**config.mk**
```make
export PLATFORM = sky130hd
export DESIGN_NAME = grid_corner_fetch
export DESIGN_NICKNAME = d
export VERILOG_FILES = /design/src/rtl/hash_enc_pkg.sv /design/src/rtl/grid_corner_fetch_hash.sv /design/src/rtl/grid_corner_fetch.sv
export SDC_FILE = /design/constraint.sdc
export NUM_CORES = 1
export LEC_CHECK = 0
export BUFFER_PORTS_ARGS = -buffer_cell sky130_fd_sc_hd__buf_2
export CAP_MARGIN = 40
export CORE_AREA = 4 4 494 496
export DETAILED_ROUTE_END_ITERATION = 8
export DIE_AREA = 0 0 498 500
export GPL_TIMING_DRIVEN = 0
export PLACE_DENSITY = 0.36
export SLEW_MARGIN = 20
export SYNTH_ARGS = -nofsm -noshare
export SYNTH_HDL_FRONTEND = slang
export SYNTH_SLANG_ARGS = --single-unit
```
**constraint.sdc**
```tcl
create_clock -name clk -period 10.9 [get_ports clk]
set_input_delay 1.09 -clock clk [delete_from_list [all_inputs] [get_ports clk]]
set_output_delay 1.09 -clock clk [all_outputs]
set_load 0.01 [all_outputs]
```
**src/rtl/hash_enc_pkg.sv**
```systemverilog
// Shared types and constants for the hash-encoding front end: FSM states,
// spatial-hash primes and the corner-index bit mapping.
package hash_enc_pkg;

    typedef enum logic [2:0] {
        S_IDLE,
        S_CORNER,
        S_FETCH,
        S_START,
        S_WAIT
    } state_t;

    localparam logic [31:0] PRIME_X = 32'd1;
    localparam logic [31:0] PRIME_Y = 32'd2654435761;
    localparam logic [31:0] PRIME_Z = 32'd805459861;

    // Corner index bit that selects the +1 neighbour along x, and the
    // bits that select the lower neighbour along y and z.
    localparam int X_HI_BIT = 0;
    localparam int Y_LO_BIT = 1;
    localparam int Z_LO_BIT = 2;

    localparam int NUM_CORNERS   = 8;
    localparam int DEF_DATA_SIZE = 32;
    localparam int DEF_FRAC_BITS = 16;
    localparam int DEF_LOG2_T    = 14;

endpackage

```
**src/rtl/grid_corner_fetch_hash.sv**
```systemverilog
// Combinational spatial hash of one integer grid corner into a
// feature-table index.
module grid_hash
    import hash_enc_pkg::*;
#(
    parameter int INT_W  = 16,
    parameter int LOG2_T = DEF_LOG2_T
) (
    input  logic [INT_W-1:0]  ix,
    input  logic [INT_W-1:0]  iy,
    input  logic [INT_W-1:0]  iz,
    output logic [LOG2_T-1:0] idx
);

    logic [31:0] h;
    logic        unused_hi;

    // Products are truncated to 32 bits before mixing.
    assign h         = (32'(ix) * PRIME_X) ^ (32'(iy) * PRIME_Y) ^ (32'(iz) * PRIME_Z);
    assign idx       = h[LOG2_T-1:0];
    assign unused_hi = ^h[31:LOG2_T];

endmodule

```
**src/rtl/grid_corner_fetch.sv**
```systemverilog
// Derives the 8 voxel corners around a sample point, fetches their hashed
// features from the table SRAM and hands everything to the interpolator.
module grid_corner_fetch
    import hash_enc_pkg::*;
#(
    parameter int DATA_SIZE = DEF_DATA_SIZE,
    parameter int FRAC_BITS = DEF_FRAC_BITS,
    parameter int LOG2_T    = DEF_LOG2_T
) (
    input  logic                       clk,
    input  logic                       rstn,
    input  logic                       in_valid,
    output logic                       in_ready,
    input  logic [DATA_SIZE-1:0]       px,
    input  logic [DATA_SIZE-1:0]       py,
    input  logic [DATA_SIZE-1:0]       pz,
    output logic                       mem_rd_en,
    output logic [LOG2_T-1:0]          mem_rd_addr,
    input  logic [DATA_SIZE-1:0]       mem_rd_data,
    output logic [0:7][DATA_SIZE-1:0]  feat,
    output logic [0:8][DATA_SIZE-1:0]  x,
    output logic [0:8][DATA_SIZE-1:0]  y,
    output logic [0:8][DATA_SIZE-1:0]  z,
    output logic                       en,
    input  logic                       done
);

    localparam int INT_W = DATA_SIZE - FRAC_BITS;
    localparam logic [DATA_SIZE-1:0] ONE      = DATA_SIZE'(1) << FRAC_BITS;
    localparam logic [DATA_SIZE-1:0] INT_MASK = ~(ONE - DATA_SIZE'(1));

    state_t state, state_n;
    logic [2:0] k;
    logic       drain;
    logic       rd_vld;
    logic [2:0] rd_idx;

    logic [DATA_SIZE-1:0] base_x, base_y, base_z;
    logic [0:7][DATA_SIZE-1:0] cx, cy, cz;
    logic [0:7][LOG2_T-1:0]    cidx, hash_q;

    assign base_x = x[8] & INT_MASK;
    assign base_y = y[8] & INT_MASK;
    assign base_z = z[8] & INT_MASK;

    // y and z take the upper neighbour when their select bit is clear, so
    // corners 0..1 sit above 2..3 in y and 0..3 above 4..7 in z.
    for (genvar i = 0; i < NUM_CORNERS; i++) begin : g_corner
        localparam bit X_HI = ((i >> X_HI_BIT) & 1) != 0;
        localparam bit Y_LO = ((i >> Y_LO_BIT) & 1) != 0;
        localparam bit Z_LO = ((i >> Z_LO_BIT) & 1) != 0;

        assign cx[i] = base_x + (X_HI ? ONE : '0);
        assign cy[i] = base_y + (Y_LO ? '0 : ONE);
        assign cz[i] = base_z + (Z_LO ? '0 : ONE);

        grid_hash #(.INT_W(INT_W), .LOG2_T(LOG2_T)) u_hash (
            .ix  (cx[i][DATA_SIZE-1:FRAC_BITS]),
            .iy  (cy[i][DATA_SIZE-1:FRAC_BITS]),
            .iz  (cz[i][DATA_SIZE-1:FRAC_BITS]),
            .idx (cidx[i])
        );
    end

    always_comb begin
        state_n     = state;
        in_ready    = 1'b0;
        en          = 1'b0;
        mem_rd_en   = 1'b0;
        mem_rd_addr = '0;
        case (state)
            S_IDLE: begin
                in_ready = rstn;
                if (in_valid) state_n = S_CORNER;
            end
            S_CORNER: state_n = S_FETCH;
            S_FETCH: begin
                if (drain) begin
                    state_n = S_START;
                end else begin
                    mem_rd_en   = 1'b1;
                    mem_rd_addr = hash_q[k];
                end
            end
            S_START: begin
                en      = 1'b1;
                state_n = S_WAIT;
            end
            S_WAIT: if (done) state_n = S_IDLE;
            default: state_n = S_IDLE;
        endcase
    end

    always_ff @(posedge clk or negedge rstn) begin
        if (!rstn) begin
            state  <= S_IDLE;
            k      <= '0;
            drain  <= 1'b0;
            rd_vld <= 1'b0;
            rd_idx <= '0;
            hash_q <= '0;
            feat   <= '0;
            x      <= '0;
            y      <= '0;
            z      <= '0;
        end else begin
            state  <= state_n;
            rd_vld <= mem_rd_en;
            rd_idx <= k;
            // Read data trails its strobe by one cycle.
            if (rd_vld) feat[rd_idx] <= mem_rd_data;
            case (state)
                S_IDLE: begin
                    if (in_valid) begin
                        x[8] <= px;
                        y[8] <= py;
                        z[8] <= pz;
                    end
                end
                S_CORNER: begin
                    for (int i = 0; i < NUM_CORNERS; i++) begin
                        x[i]      <= cx[i];
                        y[i]      <= cy[i];
                        z[i]      <= cz[i];
                        hash_q[i] <= cidx[i];
                    end
                    k     <= '0;
                    drain <= 1'b0;
                end
                S_FETCH: begin
                    if (!drain) begin
                        if (k == 3'd7) drain <= 1'b1;
                        else           k     <= k + 3'd1;
                    end
                end
                default: ;
            endcase
        end
    end

endmodule

```
==> summary.md, run 1 <==
| Metric | Value |
|---|---|
| Status | `finished, final reports clean` |
| Critical Path RT | `about 11 ns` |
| Max Slew Vio Count | `0` |
| Die Height | `roughly 500 um` |
| Worst-Skew Late Latency | `~0.70 ns` |
| Overall routing resource usage | `0.1117` |
| Post_cts resized | `0` |
| Area grow syn2layout | `37.91%` |
| Row cnt | `180` |
| CTS sink cnt | `567` |
| Final instance area | `roughly 48000 um^2` |
| RSZ-0062 raised after global routing | `no` |
| Final RePlAce weighted congestion | `between 0.7 and 0.8` |
| Setup violators final | `0` |
| Fillers | `26680` |
| Vias in the first global route | `26120` |
| Root Buffer | `clkbuf_16` |
| Crit share post-route | `0.6233` |
| Initial drt markers | `around 900` |
| Routed vias | `about 25000` |
| Netlist cell types | `57` |
| Wire length per cell | `between 15 and 20 um` |
| DP Area | `44990 um^2` |
| Async set or reset register ratio after synthesis | `1.000` |
| Post-CTS Setup Repair Bufs | `0` |
| Initial antenna violation count | `20` |
| Die footprint | `between 200000 and 250000 um^2` |
| Commonest cells after routing, fill and taps aside | `891 x buf_2, 728 x buf_4, 567 x dfrtp_1` |
| Routed Antenna Nets | `0` |
| Clk pin slew, worst setup/hold paths | `0.06 ns` |
| Ys flop type | `dfrtp_1` |
| Worst slew pin tran | `0.8730 ns` |
| Max cap viols | `0` |
| Hold Buf Count CTS | `0` |
| CP endpoint kind | `register` |
| Peak Freq | `between 100 and 150 MHz` |
| HPWL Detailed | `~120000 um` |
| Detailed Routing Iterations Pass 1 | `5` |
| Reg2Reg Depth | `19` |
| Top post-synthesis cells by area | `dfrtp_1 41%, buf_4 16%, mux2_1 11%` |
| Register bit total from synthesis | `567` |
| Most common cell after layout, fill and taps aside | `buf_2` |
| Clock skew | `~0.058 ns` |
| Global-route wire length before repair | `201400 um` |
| Largest net degree at the start of global routing | `between 80 and 90` |
| Core area | `239600 um^2` |
| Yosys top cell area share | `0.4114` |
| Routed vias/inst | `between 3 and 4` |
| Port-buffer cells | `between 800 and 900` |
| Num ports | `between 1000 and 1500` |
| Worst Setup Start Kind | `register` |
| Cell taking the most area after synthesis | `dfrtp_1` |
| Synth Instances | `between 3000 and 4000` |
| Synth warnings | `0` |
| Max Root-Sink Buffers | `3` |
| # DRC | `0` |
| Hold Path Class | `in -> async` |
| Max-slew headroom | `0.4180` |
| Grt total ovfl | `0` |
| Data arrival, critical path | `between 7 and 8 ns` |
| WL final | `143800 um` |
| Initial core utilization | `0.1439` |
| Crit Path Max Fanout | `11` |
| Fin crit period | `6.794 ns` |
| Cell Area, Synth | `roughly 34000 um^2` |
| H-tree levels | `3` |
| Crit Path Class | `reg -> reg` |
| CTS tree | `built` |
| CTS buffer count | `75` |
| Post-Syn Area per Cell | `approximately 11 um^2` |
| Nets@finish | `4907` |
| Layout cells sized above 1 | `0.3993` |
| Final core utilization | `0.1985` |
| Post-synthesis sequential area ratio | `0.4114` |
| EDFF count, synth | `0` |
| Fin. Hold Viols | `0` |
| Die span in x | `approximately 500 um` |
| Hold WS | `between 0.4 and 0.5 ns` |
-- flip-flops by register name, indices dropped and copies added, names as in the netlist --
name and flops:
x 64, k 3, z 64, drain 1, y 64, feat 256
hash_q 108, rd_vld 1, rd_idx 3, state 3
-- cells in the mapped netlist, drive strengths merged (2+ instances only) --
| cell type | count |
|---|---|
| buf | 737 |
| dfrtp | 567 |
| mux2 | 347 |
| nand2 | 344 |
| ha | 176 |
| xnor2 | 171 |
| inv | 163 |
| o21ai | 159 |
| xor2 | 97 |
| clkbuf | 94 |
| fa | 71 |
| nor2 | 37 |
| mux4 | 27 |
| a21oi | 18 |
| mux2i | 16 |
| nand3 | 14 |
| nor3 | 10 |
| nand4 | 9 |
| a21o | 8 |
| o21bai | 8 |
| and2 | 7 |
| xnor3 | 7 |
| nand2b | 5 |
| a31o | 4 |
| nor3b | 4 |
| a31oi | 3 |
| nand4b | 3 |
| or2 | 3 |
| a2111o | 2 |
| a22o | 2 |
| and3 | 2 |
| clkinv | 2 |
| nor2b | 2 |
| o211ai | 2 |
-- stage by stage --
stage / setup TNS [ns] / instances / setup WS, ns
after detailed placement: 0 / 7635 / 3.914
final: 0 / 7778 / 4.106
after CTS: 0 / 7772 / 3.853
after global placement: -2681.34 / 7585 / -5.071
after floorplan: 0 / 3516 / 4.937
after global routing: 0 / 7775 / 3.641
-- layout make-up --
cell class,instances,area (um^2),share of cell area
multi-input cells,1953,15290,0.3215
flip-flops and latches,567,14190,0.2983
plain buffers,831,5834,0.1227
repair buffers,935,5086,0.1069
well taps,3185,3985,0.08379
clock buffers,112,2206,0.04638
inverters,165,619.3,0.01302
clock inverters,25,337.8,0.007103
diodes,5,12.51,0.0002631
-- critical path, stage by stage, from the launching register on --
cell and delay, ns:
dfrtp_1 0.87, ha_1 0.39, nand2_1 0.21, xnor2_1 0.54
inv_1 0.18, ha_1 0.36, ha_1 0.23, fa_1 0.48
inv_1 0.05, fa_1 0.48, fa_1 0.51, fa_1 0.51
inv_1 0.05, ha_1 0.33, xor2_1 0.19, a2111o_1 0.42
o211ai_1 0.30, xnor2_1 0.25, xnor2_1 0.21, o21ai_1 0.08
-- kinds of logic (layout without fill, tap and decap cells) --
kind of cell,count (synthesis),count (layout),synth area share
buffers and inverters,996,2068,0.1869
DFF,567,567,0.4114
and+or+nand+nor,446,446,0.05322
muxes,390,390,0.1356
xor gates and xnor gates,276,276,0.07434
adders and majority gates,247,247,0.1051
AOI/OAI and AO/OA,210,210,0.03338
other,1,389,0.0001087
-- path summary, 6_finish.rpt --
kind | from | to | slack [ns]
setup / recovery | y[17]$_DFFE_PN0P_ | hash_q[40]$_DFFE_PN0P_ | 4.11
hold / removal | rstn | feat[83]$_DFFE_PN0P_ | 0.41
setup reg to reg | y[17]$_DFFE_PN0P_ | hash_q[40]$_DFFE_PN0P_ | 4.11
hold reg to reg | k[2]$_DFFE_PN0P_ | rd_idx[2]$_DFF_PN0_ | 0.42
max in group asynchronous | rstn | x[48]$_DFFE_PN0P_ | 8.49
min in group clk | k[2]$_DFFE_PN0P_ | rd_idx[2]$_DFF_PN0_ | 0.42
-- layer usage --
| layer | global-route usage | up-vias | share of wire | wire length (um) |
|---|---|---|---|---|
| li1 | - | 11940 | - | - |
| met1 | 0.1288 | 12280 | 0.40 | 57580 |
| met2 | 0.2065 | 884 | 0.52 | 75050 |
| met3 | 0.02606 | 145 | 0.055 | 7899 |
| met4 | 0.02813 | 6 | 0.022 | 3220 |
| met5 | 0 | - | 0.00027 | 39 |
Power of run 1 is not shown: default switching activity piles up to over one toggle a cycle in this logic, so the estimate is an artifact.
==> run 2, diff against run 1 <==
--- a/config.mk
+++ b/config.mk
@@ -7,11 +7,11 @@
 export LEC_CHECK = 0
 export BUFFER_PORTS_ARGS = -buffer_cell sky130_fd_sc_hd__buf_2
 export CAP_MARGIN = 40
-export CORE_AREA = 4 4 494 496
+export CORE_AREA = 4 4 486 488
 export DETAILED_ROUTE_END_ITERATION = 8
-export DIE_AREA = 0 0 498 500
+export DIE_AREA = 0 0 490 492
 export GPL_TIMING_DRIVEN = 0
-export PLACE_DENSITY = 0.36
+export PLACE_DENSITY = 0.38
 export SLEW_MARGIN = 20
 export SYNTH_ARGS = -nofsm -noshare
 export SYNTH_HDL_FRONTEND = slang
==> constraint.sdc (replaced) <==
create_clock -name clk -period 5.91 [get_ports clk]
set_input_delay 0.591 -clock clk [delete_from_list [all_inputs] [get_ports clk]]
set_output_delay 0.591 -clock clk [all_outputs]
set_load 0.01 [all_outputs]
==> summary.md, run 2 (synthesized netlist as in run 1, its figures left out) <==
| Metric | Value |
|---|---|
| Crit Path Class | `reg -> reg` |
| Commonest cells after routing, fill and taps aside | `885 x buf_2, 766 x buf_4, 553 x dfrtp_1` |
| Num ports | `around 1300` |
| Setup violators final | `0` |
| Data arrival, critical path | `roughly 6.2 ns` |
| Max Slew Vio Count | `0` |
| Register with the most flip-flops | `feat` |
| Crit-path slowest cell | `dfrtp_4` |
| Biggest regs | `feat: 256 flops, hash_q: 108 flops` |
| WL final | `about 140000 um` |
| Hold Path Class | `in -> reg` |
| Worst Setup Start Kind | `register` |
| Status | `finished, final reports clean` |
| Met3 Track Usage GR | `0.02943` |
| Initial antenna violation count | `23` |
| Max-slew headroom | `0.3706` |
| CP endpoint kind | `register` |
| Clock skew | `0.05404 ns` |
| Max Root-Sink Buffers | `3` |
| Clk pin slew, worst setup/hold paths | `around 0.060 ns` |
| Largest net degree at the start of global routing | `85` |
| Max cap viols | `0` |
| GRT Max-Usage Layer | `met2` |
| Root Buffer | `clkbuf_16` |
| CTS sink cnt | `567` |
| Row cnt | `approximately 180` |
| H-tree levels | `3` |
| Setup TNS | `0 ns` |
| Reg-to-Reg Start | `y[20]$_DFFE_PN0P_` |
| Nets@finish | `4938` |
| Fin crit period | `between 5 and 6 ns` |
| Fillers | `around 26000` |
| HPWL Detailed | `about 120000 um` |
| Most frequent CP cell | `fa_1` |
| Detailed Routing Iterations Pass 1 | `5` |
| Peak Freq | `roughly 180 MHz` |
| Crit share post-route | `0.9570` |
| Global-route wire length before repair | `roughly 200000 um` |
| CP startpoint | `y[20]$_DFFE_PN0P_` |
| Largest stage delay on the critical path | `0.54 ns` |
| Critical path cell sequence | `ha_2 -> nand4_1 -> buf_4 -> xnor2_4 -> ha_1 -> ha_1 -> fa_1 -> inv_1 -> fa_1 -> fa_1 -> fa_1 -> inv_1 -> ha_1 -> xor2_2 -> a2111o_1 -> o211ai_1 -> buf_4 -> xnor2_2 -> xnor2_1 -> o21ai_1` |
| Hold WS | `around 0.09 ns` |
| Wire length per cell | `between 15 and 20 um` |
| Overall routing resource usage | `0.1137` |
| Worst-Skew Late Latency | `between 0.6 and 0.7 ns` |
| RSZ-0062 raised after global routing | `no` |
| Layout cells sized above 1 | `0.4121` |
| Vias in the first global route | `~26000` |
| Largest register FFs | `256` |
| Routed vias | `approximately 26000` |
| # DRC | `0` |
| Area grow syn2layout | `38.81%` |
| CTS tree | `built` |
| Worst slew pin tran | `between 0.9 and 1 ns` |
| Routed Antenna Nets | `0` |
| Final RePlAce weighted congestion | `0.7685` |
| Port-buffer cells | `between 800 and 900` |
| Initial core utilization | `0.1487` |
| Final core utilization | `0.2064` |
| Initial drt markers | `around 1000` |
| CTS buffer count | `74` |
| Crit Path Max Fanout | `8` |
| Fin. Hold Viols | `0` |
| Die footprint | `roughly 240000 um^2` |
| Critical Path RT | `around 6.5 ns` |
| Most common cell after layout, fill and taps aside | `buf_2` |
| Die span in x | `a little under 500 um` |
| Hold path start | `pz[21]` |
| Grt met2 use | `0.2036` |
| Routed vias/inst | `3.339` |
| Grt total ovfl | `0` |
| Met1 Usage GRT | `0.1301` |
| Core area | `between 200000 and 250000 um^2` |
| Die Height | `about 490 um` |
[run 2: stage by stage]
stage                     setup WS, ns  instances  area [um^2]
after global placement          -10.47       7443        44160
after CTS                     0.005466       7632        47560
after floorplan                0.09738       3516        35930
final                           0.2543       7654        47870
after detailed placement        -1.040       7483        44730
after global routing         0.0002895       7654        47870
[run 2: area by class of cell]
cell class | count | area [um^2] | area share
diodes | 1 | 2.502 | 0.00005228
plain buffers | 831 | 5839 | 0.1220
clock buffers | 106 | 2113 | 0.04415
clock inverters | 21 | 299.0 | 0.006247
inverters | 165 | 619.3 | 0.01294
multi-input cells | 1953 | 15650 | 0.3270
flip-flops and latches | 567 | 14220 | 0.2971
well taps | 3043 | 3807 | 0.07954
repair buffers | 967 | 5314 | 0.1110
[run 2: critical path, delay by kind of cell (launching register included)]
family | cells | cell delay (ns)
buf+inv | 4 | 0.43
simple gates | 1 | 0.11
compound gates | 3 | 0.57
xor+xnor | 4 | 0.64
flops | 1 | 0.54
fa+ha+maj | 8 | 3.20
[run 2: path summary, 6_finish.rpt]
check	endpoint	slack (ns)	depth (start not counted)
max	hash_q[96]$_DFFE_PN0P_	0.25	20
min	z[21]$_DFFE_PN0P_	0.09	3
max reg2reg	hash_q[96]$_DFFE_PN0P_	0.25	20
min reg2reg	rd_idx[2]$_DFF_PN0_	0.43	0
max in group asynchronous	y[17]$_DFFE_PN0P_	3.42	6
min in group asynchronous	feat[210]$_DFFE_PN0P_	0.51	2
[run 2: metal layers]
layer	part of all wire	routed length, um
met5	0.0013	182
met4	0.034	4877
met3	0.059	8420
met2	0.51	72090
met1	0.40	56280
[run 2: timing repair]
item                                    in CTS  in global routing
buffers inserted                            21                 18
hold endpoints to repair                    78                  0
hold buffers                                 1                  0
gates resized for setup                     52                 25
pin swaps                                   13                 19
endpoints found under the setup margin      34                 17
Power of run 2 is left out for the same reason.
